==> config.mk <==
export PLATFORM = sky130hd
export DESIGN_NAME = merge_timestamp
export DESIGN_NICKNAME = d
export VERILOG_FILES = /design/src/rtl/ats_pkg.sv /design/src/rtl/merge_timestamp.sv
export SDC_FILE = /design/constraint.sdc
export NUM_CORES = 1
export LEC_CHECK = 0
export CAP_MARGIN = 20
export CORE_UTILIZATION = 41
export DETAILED_ROUTE_END_ITERATION = 10
export GPL_ROUTABILITY_DRIVEN = 0
export PLACE_DENSITY = 0.69
export SYNTH_ARGS = -nofsm -noshare
export SYNTH_HDL_FRONTEND = slang
export SYNTH_SLANG_ARGS = --single-unit
==> constraint.sdc <==
create_clock -name clk -period 3.7 [get_ports clk]
set_input_delay 0.74 -clock clk [delete_from_list [all_inputs] [get_ports clk]]
set_output_delay 0.74 -clock clk [all_outputs]
set_load 0.03 [all_outputs]
==> src/rtl/ats_pkg.sv <==
// Shared definitions for the ATS frame/timestamp path.
// Holds the state encoding and the beat-count helper used by both the
// timestamp merger and the timestamp separator.
package ats_pkg;

    typedef enum logic [1:0] {
        PASS_FRAME      = 2'd0,
        WAIT_TIMESTAMP  = 2'd1,
        WRITE_TIMESTAMP = 2'd2,
        WRITE_LENGTH    = 2'd3
    } ats_state_t;

    // Number of DATA_WIDTH beats needed to carry a field of total_width bits
    function automatic int beat_num(input int total_width, input int data_width);
        return total_width / data_width;
    endfunction

endpackage

==> src/rtl/merge_timestamp.sv <==
// Transmit-side timestamp merger for the ATS path.
// Emits [Ethernet frame][timestamp, LSB beat first] on m_axis and the frame
// beat count on m_axis_frame_length for the downstream separator.
// Optional build macro: MERGE_TIMESTAMP_TRUNCATE_EN (drops beats beyond the
// maximum frame size and saturates the reported length).
//
// state           | meaning
// ----------------+-----------------------------------------------------
// PASS_FRAME      | frame beats forwarded combinationally, length counted
// WAIT_TIMESTAMP  | frame done, timestamp for it not yet received
// WRITE_TIMESTAMP | serializing held timestamp, LSB beat first
// WRITE_LENGTH    | presenting frame length, input frame stream stalled
module merge_timestamp
    import ats_pkg::*;
#(
    parameter int DATA_WIDTH           = 8,
    parameter int FRAME_LENGTH_WIDTH   = 16,
    parameter int ETHERNET_FRAME_WIDTH = 1600 * DATA_WIDTH,
    parameter int TIMESTAMP_WIDTH      = 72
) (
    input  logic                          clk,
    input  logic                          rst,
    input  logic [DATA_WIDTH-1:0]         s_axis_tdata,
    input  logic                          s_axis_tvalid,
    output logic                          s_axis_tready,
    input  logic                          s_axis_tlast,
    input  logic [TIMESTAMP_WIDTH-1:0]    s_axis_timestamp_tdata,
    input  logic                          s_axis_timestamp_tvalid,
    output logic                          s_axis_timestamp_tready,
    output logic [DATA_WIDTH-1:0]         m_axis_tdata,
    output logic                          m_axis_tvalid,
    input  logic                          m_axis_tready,
    output logic                          m_axis_tlast,
    output logic [FRAME_LENGTH_WIDTH-1:0] m_axis_frame_length_tdata,
    output logic                          m_axis_frame_length_tvalid,
    input  logic                          m_axis_frame_length_tready
);

    localparam int TIMESTAMP_BEAT_NUM      = beat_num(TIMESTAMP_WIDTH, DATA_WIDTH);
    localparam int ETHERNET_FRAME_BEAT_NUM = beat_num(ETHERNET_FRAME_WIDTH, DATA_WIDTH);
    localparam int TS_CNT_W = (TIMESTAMP_BEAT_NUM > 1) ? $clog2(TIMESTAMP_BEAT_NUM) : 1;
    localparam logic [TS_CNT_W-1:0] TS_LAST = TS_CNT_W'(TIMESTAMP_BEAT_NUM - 1);

    // Parameter sanity: all widths must be whole beats, max frame must fit the length field
    if ((FRAME_LENGTH_WIDTH % DATA_WIDTH) != 0)
        $error("FRAME_LENGTH_WIDTH must be a multiple of DATA_WIDTH");
    if ((ETHERNET_FRAME_WIDTH % DATA_WIDTH) != 0)
        $error("ETHERNET_FRAME_WIDTH must be a multiple of DATA_WIDTH");
    if ((TIMESTAMP_WIDTH % DATA_WIDTH) != 0)
        $error("TIMESTAMP_WIDTH must be a multiple of DATA_WIDTH");
    if (ETHERNET_FRAME_BEAT_NUM >= (64'd1 << FRAME_LENGTH_WIDTH))
        $error("maximum frame beat count does not fit FRAME_LENGTH_WIDTH");

    ats_state_t                    state;
    logic [FRAME_LENGTH_WIDTH-1:0] len_cnt;
    logic [FRAME_LENGTH_WIDTH-1:0] len_inc;
    logic [FRAME_LENGTH_WIDTH-1:0] frame_length;
    logic [TIMESTAMP_WIDTH-1:0]    ts_reg;
    logic                          ts_full;
    logic [TS_CNT_W-1:0]           ts_cnt;
    logic                          s_hs;
    logic                          ts_hs;

`ifdef MERGE_TIMESTAMP_TRUNCATE_EN
    localparam logic [FRAME_LENGTH_WIDTH-1:0] MAX_LEN = FRAME_LENGTH_WIDTH'(ETHERNET_FRAME_BEAT_NUM);
    logic len_sat;
    assign len_sat = (len_cnt == MAX_LEN);
    // Saturated count doubles as the reported length of a truncated frame
    assign len_inc = len_sat ? len_cnt : len_cnt + 1'b1;
`else
    assign len_inc = len_cnt + 1'b1;
`endif

    assign s_hs                      = s_axis_tvalid && s_axis_tready;
    assign ts_hs                     = s_axis_timestamp_tvalid && !ts_full;
    assign s_axis_timestamp_tready   = !ts_full;
    assign m_axis_frame_length_tdata = frame_length;

    // Output stream mux: zero-latency pass-through for frame beats, held timestamp otherwise
    always_comb begin
        s_axis_tready              = 1'b0;
        m_axis_tvalid              = 1'b0;
        m_axis_tdata               = '0;
        m_axis_tlast               = 1'b0;
        m_axis_frame_length_tvalid = 1'b0;
        case (state)
            PASS_FRAME: begin
                m_axis_tdata = s_axis_tdata;
`ifdef MERGE_TIMESTAMP_TRUNCATE_EN
                if (len_sat) begin
                    s_axis_tready = 1'b1;
                    m_axis_tvalid = 1'b0;
                end else begin
                    s_axis_tready = m_axis_tready;
                    m_axis_tvalid = s_axis_tvalid;
                end
`else
                s_axis_tready = m_axis_tready;
                m_axis_tvalid = s_axis_tvalid;
`endif
            end
            WRITE_TIMESTAMP: begin
                m_axis_tvalid = 1'b1;
                m_axis_tdata  = ts_reg[DATA_WIDTH*int'(ts_cnt) +: DATA_WIDTH];
                m_axis_tlast  = (ts_cnt == TS_LAST);
            end
            WRITE_LENGTH: begin
                m_axis_frame_length_tvalid = 1'b1;
            end
            default: ;
        endcase
    end

    // Sequencer: counts frame beats, holds the timestamp, walks the output phases
    always_ff @(posedge clk) begin
        if (rst) begin
            state        <= PASS_FRAME;
            len_cnt      <= '0;
            frame_length <= '0;
            ts_reg       <= '0;
            ts_full      <= 1'b0;
            ts_cnt       <= '0;
        end else begin
            // ts_full is never set while WRITE_TIMESTAMP clears it, so load and clear cannot collide
            if (ts_hs) begin
                ts_reg  <= s_axis_timestamp_tdata;
                ts_full <= 1'b1;
            end
            case (state)
                PASS_FRAME: begin
                    if (s_hs) begin
                        if (s_axis_tlast) begin
                            frame_length <= len_inc;
                            len_cnt      <= '0;
                            state        <= ts_full ? WRITE_TIMESTAMP : WAIT_TIMESTAMP;
                        end else begin
                            len_cnt <= len_inc;
                        end
                    end
                end
                WAIT_TIMESTAMP: begin
                    if (ts_full)
                        state <= WRITE_TIMESTAMP;
                end
                WRITE_TIMESTAMP: begin
                    if (m_axis_tready) begin
                        if (ts_cnt == TS_LAST) begin
                            ts_cnt  <= '0;
                            ts_full <= 1'b0;
                            state   <= WRITE_LENGTH;
                        end else begin
                            ts_cnt <= ts_cnt + 1'b1;
                        end
                    end
                end
                WRITE_LENGTH: begin
                    if (m_axis_frame_length_tready)
                        state <= PASS_FRAME;
                end
                default: begin
                    state        <= PASS_FRAME;
                    len_cnt      <= '0;
                    frame_length <= '0;
                    ts_reg       <= '0;
                    ts_full      <= 1'b0;
                    ts_cnt       <= '0;
                end
            endcase
        end
    end

endmodule
==> impl_metrics.toml <==
[status]
status = "finished clean"

[final_layout]
drive_above_1_share = 0.08592
syn2layout_area_growth_pct = 30.60
antenna_cells = 0
area.sequential_um2 = 2222
multi_input_area_um2 = 2601
final_core_util = 0.5478
fillCellCount = 1073
largest_reg_flops = 72
final_nets = 801

[sta]
fmax_ghz = 0.2877
timing.final.ws_setup_ps = 224.7
setup_tns_ps = 0
slew_viol_final = 0
finalSetupViolations = 0
hold_viol_final = 0
fin_crit_sh = 0.9393
rsz0062_at_grt = "no"
finalCriticalPeriod_ps = 3475
final.setup_skew_ps = 5.497
max_slew.worst_pin.slew_ps = 898.9
relSlewSlack = 0.4007

[clock_tree]
cts_root_buf = "clkbuf_16"
clk_latency_ps = 350
cts_hold_buf = 0
cts.htree.levels = 3
cts_buffers = 9
ctsResizeCount = 1
clock_sinks = 111
cts_buffer_depth = 2
cts.clk_slew.worst_paths_ps = 70
cts_tree = "done"
cts_setup_buffers = 0

[yosys]
ys_seq_area_frac = 0.4429
ys_async_sr_fraction = 0
synth_fp_nets = 707
synth-main-ff-cell = "dfxtp_1"
yosys.area.top_type = "dfxtp_1"
yosysWarningCount = 0
syn_inst = 612
ys_top_cells_by_area = "dfxtp_1 (44%), nand2_1 (14%), a21oi_1 (9.0%), mux4_2 (7.2%), clkbuf_1 (2.6%)"
synth_common_cells = "nand2_1 (183), dfxtp_1 (111), a21oi_1 (90), clkbuf_1 (35), nor2_1 (32)"
avgSynthCellArea_um2 = 8.198
ys_ff_latch = 111
yosysUniqueCellTypes = 43
syn_area_um2 = 5017
synth_top_area_frac = 0.4429
yosys.cell_count.top_type = "nand2_1"
synth_edf_count = 0

[grt]
antenna_found_initial = 0
grt_max_degree = 88
grt_overflow = 0
groute.usage.overall = 0.2221
grt_pass1_vias = 4530
grt_pass1_wl_um = 22160

[detailed_routing]
drtPass1Iterations = 9
vias_per_cell = 5.481
wire_per_inst_um = 16.03
drc = 0
vias = 4697
routed_wl_um = 13740
drt_iter0_drc = 420
ant_nets = 0

[die]
io_pins = 116
fp-row-count = 40
initial_core_util = 0.4195
fp.dieW_um = 112.6
die_h_um = 112.6
die-area_um2 = 12680
coreArea_um2 = 11960

[setup_path]
crit_path_end_kind = "output pin"
critPathMaxStageDelay_ps = 670
worst_ep_required_time_ps = 2960
crit_path_frequent_cell = "inv_1"
crit_path_max_fanout = 8
cp_top_family = "buffers and inverters"
crit_type = "reg -> out"
path_cells = "inv_1 > ha_1 > inv_1 > nor3_2 > a222oi_1 > nand2_1 > clkdlybuf4s50_1"
arrival_ps = 2740
crit_slowest_cell = "clkdlybuf4s50_1"
worst-path-buf-inv = 3
start_kind = "flip-flop"

[placement]
dp_slack_ps = 248.2
numPortBuffers = 115
hpwl_um = 9535

[run]
maxCapViolations = 0

[hold_path]
holdCritPathClass = "reg -> reg"

[pwr]
power_density_nw_per_um2 = 457.0
power_mw = 2.994
p_leak_nw = 2.319
ir_drop_uv = 434.2
[tightest hold or removal path, stage by stage, from the launching register on]
cell and delay [ps]:
dfxtp_1 310, nand2_1 50, a21oi_1 50
[where the power goes]
group | switching (mW) | internal (mW) | total (mW) | leakage [nW]
combinational | 0.394 | 0.319 | 0.713 | 1.27
clock | 0.439 | 0.526 | 0.965 | 0.142
sequential | 0.0472 | 1.27 | 1.32 | 0.907
total | 0.881 | 2.11 | 2.99 | 2.32
[final timing paths]
path	startpoint	endpoint	slack [ps]	cells after the start
min reg2reg	ts_reg[61]	ts_reg[61]	460	2
min	ts_reg[61]	ts_reg[61]	460	2
max	state[0]	m_axis_tdata[6]	220	7
max reg2reg	state[0]	len_cnt[2]	1130	5
[through the flow]
stage	std cells	area, µm²	hold slack, ps
after floorplan	612	5017	433.1
after global placement	842	6254	440.1
after detailed placement	842	6254	444.9
after CTS	857	6553	454.5
after global routing	857	6553	469.2
final	857	6553	456.1
[placed cells by master (no fill, tap or decap), types with 8 or more instances in the layout]
| cell type | netlist | final |
|---|---|---|
| nor2_1 | 32 | 32 |
| nand2_1 | 183 | 182 |
| or3_1 | 8 | 8 |
| mux4_2 | 16 | 16 |
| ha_1 | 8 | 8 |
| clkdlybuf4s50_1 | 0 | 107 |
| o21ai_0 | 9 | 9 |
| a222oi_1 | 8 | 8 |
| a31oi_1 | 8 | 8 |
| a21oi_1 | 90 | 90 |
| inv_1 | 8 | 8 |
| clkbuf_16 | 0 | 9 |
| buf_4 | 2 | 20 |
| a211oi_1 | 15 | 15 |
| nand3_1 | 14 | 14 |
| xor2_1 | 9 | 9 |
| dfxtp_1 | 111 | 111 |
[layer usage]
| metal | share of wire | global-route usage |
|---|---|---|
| met2 | 0.47 | 0.3638 |
| met5 | 0 | 0 |
| met3 | 0.083 | 0.05724 |
| met4 | 0.020 | 0.08089 |
| met1 | 0.43 | 0.2822 |
[area by class of cell]
type                    instances  share of cell area
clock buffers                   9             0.03437
clock inverters                 6             0.01050
inverters                       8            0.004583
multi-input cells             449              0.3970
flip-flops and latches        111              0.3391
well taps                     147             0.02807
repair buffers                127              0.1864
[kinds of logic (layout without fill, tap and decap cells)]
logic type,after synthesis,after routing,share of synthesized area
xor+xnor,15,15,0.02619
compound gates,135,135,0.1569
mux,19,19,0.07781
flops,111,111,0.4429
fa+ha+maj,8,8,0.01995
simple gates,272,272,0.2347
buf+inv,52,150,0.04165
Note: power is estimated with default switching activity, not from simulation.
